[src/rtl/alu_sequencer.sv]
// Control stage in front of a combinational ALU. It accepts instructions over valid/ready,
// owns an 8 x WIDTH register file, and keeps the architectural C/Z/N flags.
module alu_sequencer #(
  parameter int WIDTH = 20,
  parameter int NREGS = 8
) (
  input  logic             clk,
  input  logic             rst,
  input  logic             instr_valid,
  output logic             instr_ready,
  input  logic [19:0]      instr,
  output logic [13:0]      alu_op,
  output logic [WIDTH-1:0] alu_a,
  output logic [WIDTH-1:0] alu_b,
  output logic             alu_cin,
  input  logic [WIDTH-1:0] alu_result,
  input  logic             alu_cout,
  input  logic             alu_z,
  input  logic             alu_n,
  input  logic             ext_we,
  input  logic [2:0]       ext_waddr,
  input  logic [WIDTH-1:0] ext_wdata,
  input  logic [2:0]       dbg_addr,
  output logic [WIDTH-1:0] dbg_data,
  output logic             flag_c,
  output logic             flag_z,
  output logic             flag_n,
  output logic             done,
  output logic             illegal
);

  localparam logic [13:0] OP_NOT   = 14'h0A7;
  localparam logic [13:0] OP_OR    = 14'h0D1;
  localparam logic [13:0] OP_AND   = 14'h0BC;
  localparam logic [13:0] OP_XOR   = 14'h0E6;
  localparam logic [13:0] OP_SHFTR = 14'h0FB;
  localparam logic [13:0] OP_SHFTL = 14'h110;
  localparam logic [13:0] OP_ROTR  = 14'h125;
  localparam logic [13:0] OP_ROTL  = 14'h13A;
  localparam logic [13:0] OP_SWAP  = 14'h14F;
  localparam logic [13:0] OP_INC   = 14'h164;
  localparam logic [13:0] OP_DEC   = 14'h179;
  localparam logic [13:0] OP_ADD   = 14'h18E;
  localparam logic [13:0] OP_ADDC  = 14'h1A3;
  localparam logic [13:0] OP_SUB   = 14'h1B8;
  localparam logic [13:0] OP_SUBC  = 14'h1CD;
  localparam logic [13:0] OP_EQ    = 14'h1E2;
  localparam logic [13:0] OP_GT    = 14'h1F7;
  localparam logic [13:0] OP_LT    = 14'h20C;
  localparam logic [13:0] OP_GET   = 14'h221;
  localparam logic [13:0] OP_LET   = 14'h236;

  typedef enum logic [2:0] {S_IDLE, S_EXEC, S_WB, S_WB2, S_ILL} state_t;
  typedef enum logic [1:0] {C_RESULT, C_SWAP, C_CMP, C_ILLEGAL} op_class_t;

  function automatic op_class_t classify(input logic [13:0] op);
    case (op)
      OP_NOT, OP_OR, OP_AND, OP_XOR, OP_SHFTR, OP_SHFTL, OP_ROTR, OP_ROTL,
      OP_INC, OP_DEC, OP_ADD, OP_ADDC, OP_SUB, OP_SUBC: classify = C_RESULT;
      OP_SWAP:                                           classify = C_SWAP;
      OP_EQ, OP_GT, OP_LT, OP_GET, OP_LET:               classify = C_CMP;
      default:                                           classify = C_ILLEGAL;
    endcase
  endfunction

  state_t           state;
  op_class_t        cls_q;
  logic             carry_q;
  logic [2:0]       rd_q;
  logic [2:0]       rs_q;
  logic [WIDTH-1:0] result_q;
  logic [WIDTH-1:0] regs [NREGS];

  logic [13:0] in_op;
  logic [2:0]  in_rd;
  logic [2:0]  in_rs;
  op_class_t   in_cls;

  assign in_op  = instr[19:6];
  assign in_rd  = instr[5:3];
  assign in_rs  = instr[2:0];
  assign in_cls = classify(in_op);

  assign instr_ready = (state == S_IDLE);
  assign alu_cin     = flag_c;
  assign dbg_data    = regs[dbg_addr];

  // NOTE: all state here uses non-blocking assignments, so the operand reads in IDLE
  // see pre-edge register contents even when a writeback or external write lands on
  // the same edge.
  always_ff @(posedge clk) begin
    if (rst) begin
      state    <= S_IDLE;
      cls_q    <= C_RESULT;
      carry_q  <= 1'b0;
      rd_q     <= '0;
      rs_q     <= '0;
      result_q <= '0;
      alu_op   <= '0;
      alu_a    <= '0;
      alu_b    <= '0;
      flag_c   <= 1'b0;
      flag_z   <= 1'b0;
      flag_n   <= 1'b0;
      done     <= 1'b0;
      illegal  <= 1'b0;
      // NOTE: the register file is reset word by word because software relies on
      // R0..R7 reading zero after reset; it is small enough to live in flops.
      for (int i = 0; i < NREGS; i++) regs[i] <= '0;
    end else begin
      done    <= 1'b0;
      illegal <= 1'b0;

      // Internal writebacks below are assigned later, so they win on an address clash.
      if (ext_we) regs[ext_waddr] <= ext_wdata;

      case (state)
        S_IDLE: begin
          if (instr_valid) begin
            alu_op  <= in_op;
            alu_a   <= regs[in_rd];
            alu_b   <= regs[in_rs];
            rd_q    <= in_rd;
            rs_q    <= in_rs;
            cls_q   <= in_cls;
            carry_q <= (in_op == OP_ADDC) || (in_op == OP_SUBC);
            if (in_cls == C_ILLEGAL) begin
              illegal <= 1'b1;
              state   <= S_ILL;
            end else begin
              state <= S_EXEC;
            end
          end
        end
        S_EXEC: begin
          result_q <= alu_result;
          if (carry_q) flag_c <= alu_cout;
          if (cls_q == C_CMP) begin
            flag_z <= alu_z;
            flag_n <= alu_n;
          end
          done  <= (cls_q != C_SWAP);
          state <= S_WB;
        end
        S_WB: begin
          case (cls_q)
            C_RESULT: begin
              regs[rd_q] <= result_q;
              state      <= S_IDLE;
            end
            C_SWAP: begin
              regs[rd_q] <= alu_b;
              done       <= 1'b1;
              state      <= S_WB2;
            end
            default: state <= S_IDLE;
          endcase
        end
        S_WB2: begin
          // With rd == rs this rewrites the original value, leaving the register unchanged.
          regs[rs_q] <= alu_a;
          state      <= S_IDLE;
        end
        default: state <= S_IDLE;
      endcase
    end
  end

endmodule

[config.mk]
export PLATFORM = sky130hd
export DESIGN_NAME = alu_sequencer
export DESIGN_NICKNAME = d
export VERILOG_FILES = /design/src/rtl/alu_sequencer.sv
export SDC_FILE = /design/constraint.sdc
export NUM_CORES = 1
export LEC_CHECK = 0
export BUFFER_PORTS_ARGS = -buffer_cell sky130_fd_sc_hd__clkbuf_2
export CORE_ASPECT_RATIO = 0.6
export CORE_MARGIN = 2
export CORE_UTILIZATION = 30
export DETAILED_ROUTE_END_ITERATION = 16
export SLEW_MARGIN = 40
export SYNTH_ARGS = -nofsm -noshare
export SYNTH_HDL_FRONTEND = slang
export SYNTH_SLANG_ARGS = --single-unit
[constraint.sdc]
create_clock -name clk -period 3.6 [get_ports clk]
set_clock_uncertainty 0.1 [all_clocks]
set_input_delay 0.72 -clock clk [delete_from_list [all_inputs] [get_ports clk]]
set_output_delay 0.72 -clock clk [all_outputs]
set_load 0.01 [all_outputs]
# After elaboration in Yosys (flattened, before gate mapping)
# Memory sizes are Yosys's and may differ from the RTL's. A register that Yosys moved wholly into a read port is not among the register bits.
# Cells that the tools add are included.
# totals
n_memories,1
elab_cells,89
mem_bits_rw,160
ff_bits,51
out_inout_bits,81
in_bits,73
# mem_list
name,depth,word_bits,rd,rd_ports_with_merged_regs,write_ports,line_no,source
regs,8,20,3,2,8,72,logic [WIDTH-1:0] regs [NREGS];
# classes
mux,33
eq_ne,28
n_reduce_logical,12
bitwise,3
# ops
op,n
$eq A14 B9 Y1 const B,12
$mux W20,4
$eq A14 B8 Y1 const B,5
$reduce_or A20 Y1,3
$eq A14 B10 Y1 const B,3
$mux W1,20
$mux W3,5
$reduce_or A14 Y1,1
$pmux W3 S3,1
$eq A3 B2 Y1 const B,2
$pmux W2 S3,1
$reduce_and A2 Y1,3
$reduce_or A5 Y1,1
$eq A2 B2 Y1 const B,2
$eq A3 B1 Y1 const B,1
$logic_not A3 Y1,1
$reduce_or A3 Y1,1
$eq A2 B1 Y1 const B,1
$logic_not A2 Y1,1
$mux W2,1
$ne A2 B1 Y1 const B,1
$ne A2 B2 Y1 const B,1
$not A1 Y1,2
$pmux W1 S2,1
other kinds (2),2

# Logic depth before layout (Yosys ltp)
# logic_depth
depth_word,9
mapped_depth,8
ltp_nobuf,5

# Worst setup path after synthesis
# OpenSTA, ideal clock, no wires.
# synth_path
path_type,input to output
from,input port dbg_addr[0]
to,output port dbg_data[0]
slack_ps,543
path_buffers,2
t_arrival_ps,2237
required_ps,2780
path_stages,4
cell_sequence,clkbuf_1 -> clkbuf_1 -> mux4_2 -> mux2_2
# synth_via
elab_chain_len,1
# synth_rtl
element,line_no,source
"start, declared",23,"input logic [2:0] dbg_addr,"
$mem_v2 Z8 W20,-,
"end, declared",24,"output logic [WIDTH-1:0] dbg_data,"
# No other way between the ends.

# Worst setup path in the final report
# layout_path
from,input port dbg_addr[1]
to,output port dbg_data[10]
# The elaborated chain is that of the path after synthesis.

==> summary.md <==
The tools report the buffer levels on the longest clock path as 3. At the end of routability-driven placement, the weighted congestion stood at 0.870. Pin placement for this block handled 154 I/O pins. For the share of synthesized area occupied by flip-flops and latches, the log shows 45.3%. Clock-pin slew was measured on the worst setup and hold paths at 60 ps. The tree built by TritonCTS fans out to 251 sinks.

The commonest non-fill, non-tap cell in the layout was sky130_fd_sc_hd__nand3_1. Summing every instance area after synthesis gives 0.0146 mm2. The type of the worst min-delay path was input pin to flip-flop.

Per report_power, the clock group accounts for 43.3% of the total. Global routing consumed, over all layers together, 20.2% of the routing resources. The number of slew-limit violations in the final report was 0. The most used flip-flop cell after synthesis is sky130_fd_sc_hd__edfxtp_1. The floorplan step set the die height to 175 um. Post-CTS repair changed the size of 0 cells. Number of DRC markers after the initial detailed-route iteration: 1583. The region available for standard cell placement spans 0.0479 mm2. The worst setup path is captured at a primary output. Derived from the worst setup path, the maximum achievable clock frequency is 0.325 GHz.

The total overflow left after global routing is 0. In this run the cell area measured after placement is 0.0162 mm2. The maximum single-stage delay on the critical path came out at 440 ps.

For the number of H-tree levels, the log shows 1. For the largest net degree at the start of global routing, the log shows 75. The initial utilization of the core area, before any placement, comes to 30.5%. The HPWL after detailed placement is 35.5 mm, and the fraction of layout instances using a drive strength above 1 is 32.6%. For the worst-skew pair, the clock arrives at the later sink with an insertion delay of 620 ps. In this run, distinct cell masters in the synthesized netlist total 54. Summed over all cells, the static leakage comes to 6.01 nW.

For the pin with the worst max-slew slack, the measured transition is 913 ps. The number of hold buffers added after CTS was 0. The critical path goes through clkbuf_2 -> buf_12 -> mux4_2 -> mux2_2 -> clkbuf_2. Area added between synthesis and finish: 17.9%.

Clock tree root buffer cell: sky130_fd_sc_hd__clkbuf_16. The first-pass GRT wire length is 75.5 mm. Setup violations remaining at the end of the flow were counted as 0. The post-detailed-route via-to-cell ratio is 5.76, and the total of max-cap violations is 0. Leaving out fill and tap cells, the most frequent cells in the layout are 164 x sky130_fd_sc_hd__nand3_1, 163 x sky130_fd_sc_hd__o21ai_0, 160 x sky130_fd_sc_hd__edfxtp_1. The number of synthesized flops with an enable pin was 160; the die extent in x was 289 um.

The synthesized netlist net count was 1354. The run gives 0 as the final routed DRC violation total. Peak fanout along the critical path: 21. The run finished with clean final reports. The switching share of power came out at 26.6%. The net count of the finished layout is 1448. After synthesis the netlist holds a flip-flop and latch count of 251. The logs give 43.5% for the sequential power share and 11.7k for the overall via count from detail_route. Data on the critical path arrives at its endpoint at 2250 ps. The die covers 0.0506 mm2. The type of the worst setup path is input pin to primary output.

Power density normalized to cell area: 449 mW/mm2. The data required time of the critical path was 2780 ps. TritonCTS built the clock tree.

After clock tree synthesis, the setup repair step added 0 buffers. During synthesis, Yosys emitted a total of 0 warnings. For the total negative setup slack, the log shows 0 ps. Among the stages of the critical path, the cell type that occurs most often is sky130_fd_sc_hd__clkbuf_2. STA classifies the critical path startpoint as an input pin. Setup repair after global routing left no endpoint under its margin. Dividing the detail-routed wire length by the instance count gives 25.5 um. The logs give 5 for the count of TritonRoute iterations in the first routing pass and 1 for the number of antenna violations at the first check in global routing. The internal power of the cells is 0.00568 W.

Row generation in the floorplan step produced 62 rows. The fraction of the cycle the final worst path needs was 85.4%; the switching power was 0.00206 W. The tools report the final wirelength as 51.9 mm. Minimum period implied by the final worst setup slack: 3070 ps.

The logs give 0 for the remaining antenna violation count after routing and 11.1k for the number of global-route vias before repair. During placement, the flow inserted port buffers numbering 153. Mean cell area of the mapped netlist: 11.4 um2. The repair_antennas step left the layout with diodes totalling 0. Synthesis produced 1281 cells.

Number of failing hold endpoints at the final stage: 0. Per report_power, the combinational group accounts for 13.2% of the total. The async set-or-reset flop fraction in the synthesized netlist came out at 0%.

On the final layout, the worst hold slack is 299 ps. Master of the slowest instance on the critical path: sky130_fd_sc_hd__clkbuf_2. TritonCTS created 28 clock buffers.

The worst pin sits at a relative slew slack of 38.7%. For the largest vdd supply drop, the log shows 417 uV. The finished cells cover 0.0172 mm2.
## stage by stage
step / power, W / util, % / instances / worst slack (ps)
floorplan: 0.00400 / - / 1281 / 543
global placement: 0.00442 / 33.7 / 1985 / 489
detailed placement: 0.00444 / 33.7 / 1985 / 535
CTS: 0.00777 / 35.9 / 2037 / 533
global route: 0.00796 / 36.0 / 2037 / 488
finish: 0.00774 / 36.0 / 2037 / 527
## critical path: cells and delay by family
| family | cells | cell delay, ps |
|---|---|---|
| multiplexers | 2 | 660 |
| buffers and inverters | 3 | 850 |
## metal layers
| metal | track usage, % | vias up | part of all wire, % |
|---|---|---|---|
| met5 | 0 | - | 0.015 |
| met4 | 5.07 | 2 | 2.4 |
| met3 | 6.55 | 82 | 13 |
| met2 | 28.5 | 723 | 42 |
| met1 | 29.6 | 5815 | 43 |
| li1 | - | 5109 | - |
## worst paths after layout
kind,startpoint,end,slack (ps),cells past startpoint
worst max-delay path,dbg_addr[1],dbg_data[10],530,5
worst min-delay path,alu_result[19],result_q[19]$_SDFFE_PP0P_,300,3
worst min register to register,result_q[11]$_SDFFE_PP0P_,result_q[11]$_SDFFE_PP0P_,360,2
worst max register to register,state[0]$_SDFFE_PP0P_,regs[5][18]$_DFFE_PP_,890,7
## layout make-up
class	count	area [um2]
Fill cell	4711	30700
Multi-Input combinational cell	880	7430
Sequential cell	251	6630
Timing Repair Buffer	213	1300
Tap cell	640	801
Clock buffer	32	746
Clock inverter	20	329
Inverter	1	3.75
## sequential cells by signal, indices dropped and copies added, names as in the netlist
name / cells
illegal: 1
regs: 160
alu_b: 20
carry_q: 1
alu_a: 20
flag_n: 1
rs_q: 3
rd_q: 3
cls_q: 2
state: 3
result_q: 20
alu_op: 14
flag_z: 1
alu_cin: 1
done: 1
## power groups by stage
| stage | Clock [W] | Sequential, W | Combinational, W |
|---|---|---|---|
| floorplan | 0 | 0.00339 | 0.000612 |
| global placement | 0 | 0.00341 | 0.00101 |
| global route | 0.00349 | 0.00338 | 0.00108 |
| detailed placement | 0 | 0.00342 | 0.00101 |
| CTS | 0.00339 | 0.00336 | 0.00102 |
| finish | 0.00336 | 0.00337 | 0.00102 |
## Yosys cell counts (3+ instances only)
cell type                     n  area [um2]
sky130_fd_sc_hd__mux2i_1     49         490
sky130_fd_sc_hd__edfxtp_1   160        4800
sky130_fd_sc_hd__clkbuf_1   105         394
sky130_fd_sc_hd__a31oi_1      3        18.8
sky130_fd_sc_hd__dfxtp_1     91        1820
sky130_fd_sc_hd__and2_1       3        18.8
sky130_fd_sc_hd__a211oi_1    42         315
sky130_fd_sc_hd__nand3_1    164         821
sky130_fd_sc_hd__mux4_2     120        2700
sky130_fd_sc_hd__nand3b_1     3        22.5
sky130_fd_sc_hd__o21ai_0    163         816
sky130_fd_sc_hd__nor2b_1      5        31.3
sky130_fd_sc_hd__mux2i_4     17         383
sky130_fd_sc_hd__buf_4        3        22.5
sky130_fd_sc_hd__nand4bb_1    3        33.8
sky130_fd_sc_hd__nand2b_1    11        68.8
sky130_fd_sc_hd__nor3_1       6        30.0
sky130_fd_sc_hd__mux2_2      40         450
sky130_fd_sc_hd__nor2_1      69         259
sky130_fd_sc_hd__buf_1       26        97.6
sky130_fd_sc_hd__a21oi_1     42         210
sky130_fd_sc_hd__buf_2       14        70.1
sky130_fd_sc_hd__nand2_1    100         375
## kinds of logic after synthesis
group                     Yosys count  share of synthesized area, %
AOI/OAI and AO/OA                 265                          10.2
xor gates and xnor gates            1                        0.0599
buffers and inverters             150                          4.10
DFF                               251                          45.3
muxes                             227                          27.6
and+or+nand+nor                   387                          12.7
(Power assumes the default switching activity.)
